--- config.mk ---
export PLATFORM = sky130hd
export DESIGN_NAME = left_tail_seq
export DESIGN_NICKNAME = d
export VERILOG_FILES = /design/src/rtl/left_tail_seq.sv
export SDC_FILE = /design/constraint.sdc
export NUM_CORES = 1
export LEC_CHECK = 0
export BUFFER_PORTS_ARGS = -buffer_cell sky130_fd_sc_hd__buf_2
export CORE_ASPECT_RATIO = 1.25
export CORE_MARGIN = 2
export CORE_UTILIZATION = 35
export DETAILED_ROUTE_END_ITERATION = 7
export PLACE_DENSITY = 0.48
export SYNTH_ARGS = -nofsm -noshare
export SYNTH_HDL_FRONTEND = slang
export SYNTH_SLANG_ARGS = --single-unit
--- constraint.sdc ---
create_clock -name Clk -period 2.45 [get_ports Clk]
set_input_delay 0.245 -clock Clk [delete_from_list [all_inputs] [get_ports Clk]]
set_output_delay 0.245 -clock Clk [all_outputs]
set_load 0.005 [all_outputs]
--- src/rtl/left_tail_seq.sv ---
// Left tail-light sequencer: outward turn pattern, hazard flash and steady brake.
// Latency: lamps and StepTick are registered; Brake reaches the lamps in 1 cycle, turn steps every TICK_DIV cycles.
// Backpressure: none; all inputs are level requests sampled every cycle.
module left_tail_seq #(
  parameter int TICK_DIV = 67108864,
  parameter int CNT_W    = 26
) (
  input  logic       Clk,
  input  logic       Rst,
  input  logic       LeftEn,
  input  logic       Hazard,
  input  logic       Brake,
  output logic [2:0] Left,
  output logic       StepTick
);

  typedef enum logic [2:0] {
    IDLE  = 3'd0,
    L1    = 3'd1,
    L2    = 3'd2,
    L3    = 3'd3,
    H_ON  = 3'd4,
    H_OFF = 3'd5
  } state_t;

  // Terminal count of the step divider; TICK_DIV-1 always fits in CNT_W bits.
  localparam logic [CNT_W-1:0] CNT_TERM = CNT_W'(TICK_DIV - 1);

  state_t           state;
  state_t           state_nxt;
  logic [CNT_W-1:0] cnt;
  logic [2:0]       left_nxt;
  logic             active;
  logic             in_hazard;
  logic             class_chg;
  logic             cnt_clr;
  logic             tick;

  // The divider restarts whenever the lamps leave or enter the hazard group, so
  // the first step of any new pattern is a full TICK_DIV period away. A step
  // that coincides with a restart is swallowed, so no StepTick is emitted then.
  assign active    = LeftEn | Hazard;
  assign in_hazard = (state == H_ON) || (state == H_OFF);
  assign class_chg = Hazard != in_hazard;
  assign cnt_clr   = !active || class_chg;
  assign tick      = !cnt_clr && (cnt == CNT_TERM);

  // State register, divider and registered outputs.
  always_ff @(posedge Clk) begin
    if (Rst) begin
      state    <= IDLE;
      cnt      <= '0;
      Left     <= 3'b000;
      StepTick <= 1'b0;
    end else begin
      state    <= state_nxt;
      cnt      <= (cnt_clr || tick) ? '0 : cnt + CNT_W'(1);
      Left     <= left_nxt;
      StepTick <= tick;
    end
  end

  // Next state: hazard beats turn request, turn request beats hold; steps only on tick.
  always_comb begin
    state_nxt = IDLE;
    case (state)
      IDLE, L1, L2, L3: begin
        if (Hazard) begin
          state_nxt = H_ON;
        end else if (!LeftEn) begin
          state_nxt = IDLE;
        end else if (tick) begin
          case (state)
            IDLE:    state_nxt = L1;
            L1:      state_nxt = L2;
            L2:      state_nxt = L3;
            default: state_nxt = IDLE;
          endcase
        end else begin
          state_nxt = state;
        end
      end
      H_ON, H_OFF: begin
        if (!Hazard) begin
          state_nxt = IDLE;
        end else if (tick) begin
          state_nxt = (state == H_ON) ? H_OFF : H_ON;
        end else begin
          state_nxt = state;
        end
      end
      default: state_nxt = IDLE;
    endcase
  end

  // Lamp pattern from the state being entered; Brake only matters when idle.
  always_comb begin
    left_nxt = 3'b000;
    case (state_nxt)
      IDLE:    left_nxt = Brake ? 3'b111 : 3'b000;
      L1:      left_nxt = 3'b001;
      L2:      left_nxt = 3'b011;
      L3:      left_nxt = 3'b111;
      H_ON:    left_nxt = 3'b111;
      default: left_nxt = 3'b000;
    endcase
  end

endmodule

==> impl_results.rst <==
.. list-table::
   :header-rows: 1

   * - Metric
     - Value
   * - Result of the run
     - complete, no violations
   * - Clock network latency to the later pin of the worst-skew pair
     - approximately 280 ps
   * - Vias per Instance
     - roughly 5
   * - Initial core utilization
     - between 30% and 40%
   * - Setup-violating endpoint count in the final report
     - 0
   * - Clk sink count
     - 33
   * - Number of nets at the end of the flow
     - 192
   * - Combinational cell fraction of total power
     - approximately 3.4%
   * - Post-Synthesis Cells
     - 174
   * - Share of flip-flops with an asynchronous set or reset after synthesis
     - 0%
   * - Power per Cell Area
     - 562.1 nW/µm²
   * - Kind of end point of the critical path
     - flip-flop
   * - Power share of the clock group
     - approximately 40%
   * - Max-cap violation count
     - 0
   * - Placer Congestion
     - approximately 0.75
   * - Highest attainable clock frequency
     - between 400 and 500 MHz
   * - Final worst setup slack
     - 376.5 ps
   * - HPWL after detailed placement
     - around 2100 µm
   * - TritonCTS clock tree
     - done
   * - Core footprint
     - approximately 4200 µm²
   * - Area of combinational cells with multiple inputs
     - approximately 800 µm²
   * - Type of the worst setup path
     - reg -> reg
   * - Residual antenna-violating net count after detailed routing
     - 0
   * - Number of placement rows
     - 26
   * - Slew Viols, Final
     - 0
   * - Seq/Total Area, Yosys
     - between 40% and 50%
   * - Startpoint Class
     - flip-flop
   * - Final setup TNS
     - 0 ps
   * - Number of antenna violations at the first check in global routing
     - 0
   * - CTS resizes
     - 0
   * - Grt total ovfl
     - 0
   * - Utilization after layout
     - approximately two fifths
   * - Final critical delay including setup and external delays
     - 2073 ps
   * - Flip-flop cell with the highest count after synthesis
     - sky130_fd_sc_hd__dfxtp_1
   * - Seq pwr share
     - a little under three fifths
   * - Total count of hold-check failures in the final report
     - 0
   * - Data required, critical path
     - around 2600 ps
   * - Data arrival time of the worst path
     - 2250 ps
   * - Post-synthesis cell area
     - roughly 1500 µm²
   * - Number of buffers added to fix hold violations after cts
     - 0
   * - Yosys synthesis warning count
     - 0
   * - Largest net degree at the start of global routing
     - 25
   * - Number of enable-type register cells in the synthesized netlist
     - 0
   * - Routed WL per cell
     - ~12 µm
   * - Total internal power
     - roughly 750 µW
   * - Worst slack at placement
     - 363.2 ps
   * - Filler Cells Inserted
     - ~450
   * - Global-route wire length before repair
     - 5043 µm
   * - Net switching component of the power
     - 213.7 µW
   * - GRT Resource Usage Total
     - 13.12%
   * - Synthesized flop and latch total
     - 33
   * - Vias post-DR
     - between 1k and 1.5k
   * - Proportion of layout cells with a drive suffix above 1
     - approximately 15%
   * - First DRT Iteration DRCs
     - 31
   * - Final worst clock skew
     - approximately 9.7 ps
   * - Number of CTS-inserted buffers
     - 5
   * - Antenna diodes
     - 0
   * - Width of the chip
     - ~63 µm
   * - Bufs on Longest Clock Path
     - 2
   * - Floorplan die area
     - roughly 4900 µm²
   * - Post-route clock period utilization
     - a little over four fifths
   * - DRC viols
     - 0
   * - Setup repair after global routing missed its margin
     - no
   * - Root buffer cell
     - sky130_fd_sc_hd__clkbuf_8
   * - Post-synth cell types
     - 38
   * - Setup Fix Bufs, Post-CTS
     - 0
   * - CTS HTree Levels
     - 2
   * - Area growth from synthesis to layout
     - 11.82%
   * - Synth Area per Inst
     - roughly 9 µm²
   * - Number of ports placed on the die boundary
     - 9
   * - Least-Margin Pin Slew
     - roughly 430 ps
   * - Synthesized Nets
     - 180
   * - Iteration count of the initial detailed-routing pass
     - 4
   * - Number of global-route vias before repair
     - 1,198
   * - Sw Share
     - 22.14%
   * - Worst-path clk slew
     - ~70 ps
   * - Leakage
     - 0.5859 nW
   * - Peak VDD IR
     - a little over 0.0002 V
   * - Footprint of the flip-flops and latches
     - ~660 µm²
   * - Relative slew slack
     - a little under three quarters
   * - Critical Path Fanout Max
     - 7
   * - Worst min-delay path category
     - in -> reg
   * - Port Buffers
     - 8
   * - Final Routed Wirelength
     - approximately 2800 µm
   * - Floorplan die height
     - slightly below 80 µm
==> final timing paths <==
check / from / endpoint / slack [ps] / cells past startpoint
setup / recovery: cnt[0] / Left[2] / 380 / 6
setup reg to reg: cnt[0] / Left[2] / 380 / 6
hold / removal: Rst / Left[1] / 200 / 2
hold reg to reg: cnt[0] / cnt[0] / 460 / 1
==> sequential cells by signal, summed over array words and instances (netlist names) <==
register	cells
cnt	26
Left	3
state	3
StepTick	1
==> metal layers <==
layer | part of all wire (%) | GRT usage, % | vias to the layer above | wire length [µm]
met4 | 1.1 | 5.217 | 0 | 30
met2 | 54 | 25.11 | 18 | 1514
met5 | 0 | 0 | - | 0
met3 | 3.6 | 4.441 | 5 | 102
met1 | 41 | 12.74 | 551 | 1149
li1 | - | - | 606 | -
==> worst max-delay path: stages (launching register included) <==
cell	delay [ps]
sky130_fd_sc_hd__dfxtp_1	360
sky130_fd_sc_hd__ha_1	260
sky130_fd_sc_hd__nand4_4	160
sky130_fd_sc_hd__nor4_4	460
sky130_fd_sc_hd__nand4_1	230
sky130_fd_sc_hd__and2_4	220
sky130_fd_sc_hd__o32ai_1	280
==> layout make-up <==
cell class                 instances  share of cell area, %
multi-input combinational        128                  47.89
sequential                        33                  38.48
clock buffer                       6                  4.227
tap                               56                  4.082
timing repair buffer               9                  2.770
inverter                           9                  1.968
clock inverter                     2                 0.5831
==> cell usage after synthesis (2+ instances only) <==
cell | number | area, µm²
sky130_fd_sc_hd__or2_2 | 2 | 12.51
sky130_fd_sc_hd__nor3_1 | 7 | 35.03
sky130_fd_sc_hd__nand3_1 | 11 | 55.05
sky130_fd_sc_hd__inv_1 | 9 | 33.78
sky130_fd_sc_hd__o21ai_0 | 2 | 10.01
sky130_fd_sc_hd__xnor2_1 | 14 | 122.6
sky130_fd_sc_hd__nand2b_1 | 2 | 12.51
sky130_fd_sc_hd__a211o_1 | 2 | 17.52
sky130_fd_sc_hd__and2_1 | 2 | 12.51
sky130_fd_sc_hd__nand3b_1 | 2 | 15.01
sky130_fd_sc_hd__xor2_1 | 8 | 70.07
sky130_fd_sc_hd__nand4_4 | 2 | 42.54
sky130_fd_sc_hd__a21oi_1 | 3 | 15.01
sky130_fd_sc_hd__nand2_1 | 13 | 48.80
sky130_fd_sc_hd__buf_2 | 2 | 10.01
sky130_fd_sc_hd__nor2_1 | 35 | 131.4
sky130_fd_sc_hd__dfxtp_1 | 33 | 660.6
sky130_fd_sc_hd__nand4_1 | 5 | 31.28
==> through the flow <==
| step | total power, mW | hold WS [ps] | instances | cell area, µm² |
|---|---|---|---|---|
| 4_1_cts | 0.9810 | 196.8 | 243 | 1717 |
| 5_1_grt | 1.018 | 199.7 | 243 | 1717 |
| 6_report | 0.9650 | 200.0 | 243 | 1717 |
| 3_3_place_gp | 0.5889 | 439.8 | 235 | 1634 |
| 2_1_floorplan | 0.5766 | 314.1 | 174 | 1535 |
| 3_5_place_dp | 0.5898 | 451.4 | 235 | 1634 |
==> placed cells by master, fill, tap and decap left out, drive strengths merged, types with 3 or more instances in the layout <==
cell / instances
a21oi: 3
and2: 3
buf: 9
clkbuf: 6
dfxtp: 33
inv: 9
nand2: 13
nand3: 11
nand4: 8
nor2: 35
nor3: 7
nor4: 3
or2: 3
xnor2: 14
xor2: 8
==> power groups by stage <==
stage / logic (mW) / clock network [mW] / registers, mW
finish: 0.0325 / 0.388 / 0.544
global route: 0.0373 / 0.436 / 0.544
CTS: 0.0333 / 0.403 / 0.544
detailed placement: 0.0333 / 0 / 0.556
global placement: 0.0328 / 0 / 0.556
floorplan: 0.0199 / 0 / 0.557
==> kinds of logic (layout without fill, tap and decap cells) <==
group,Yosys count,after routing,share of synthesized area [%]
adder cells (fa/ha/maj),1,1,0.8149
XOR/XNOR,22,22,12.55
buffers and inverters,13,26,3.422
flip-flops,33,33,43.03
AND/OR/NAND/NOR,94,94,33.90
AO/OA/AOI/OAI,11,11,6.276
No activity file was read; power rests on OpenSTA's default activity.
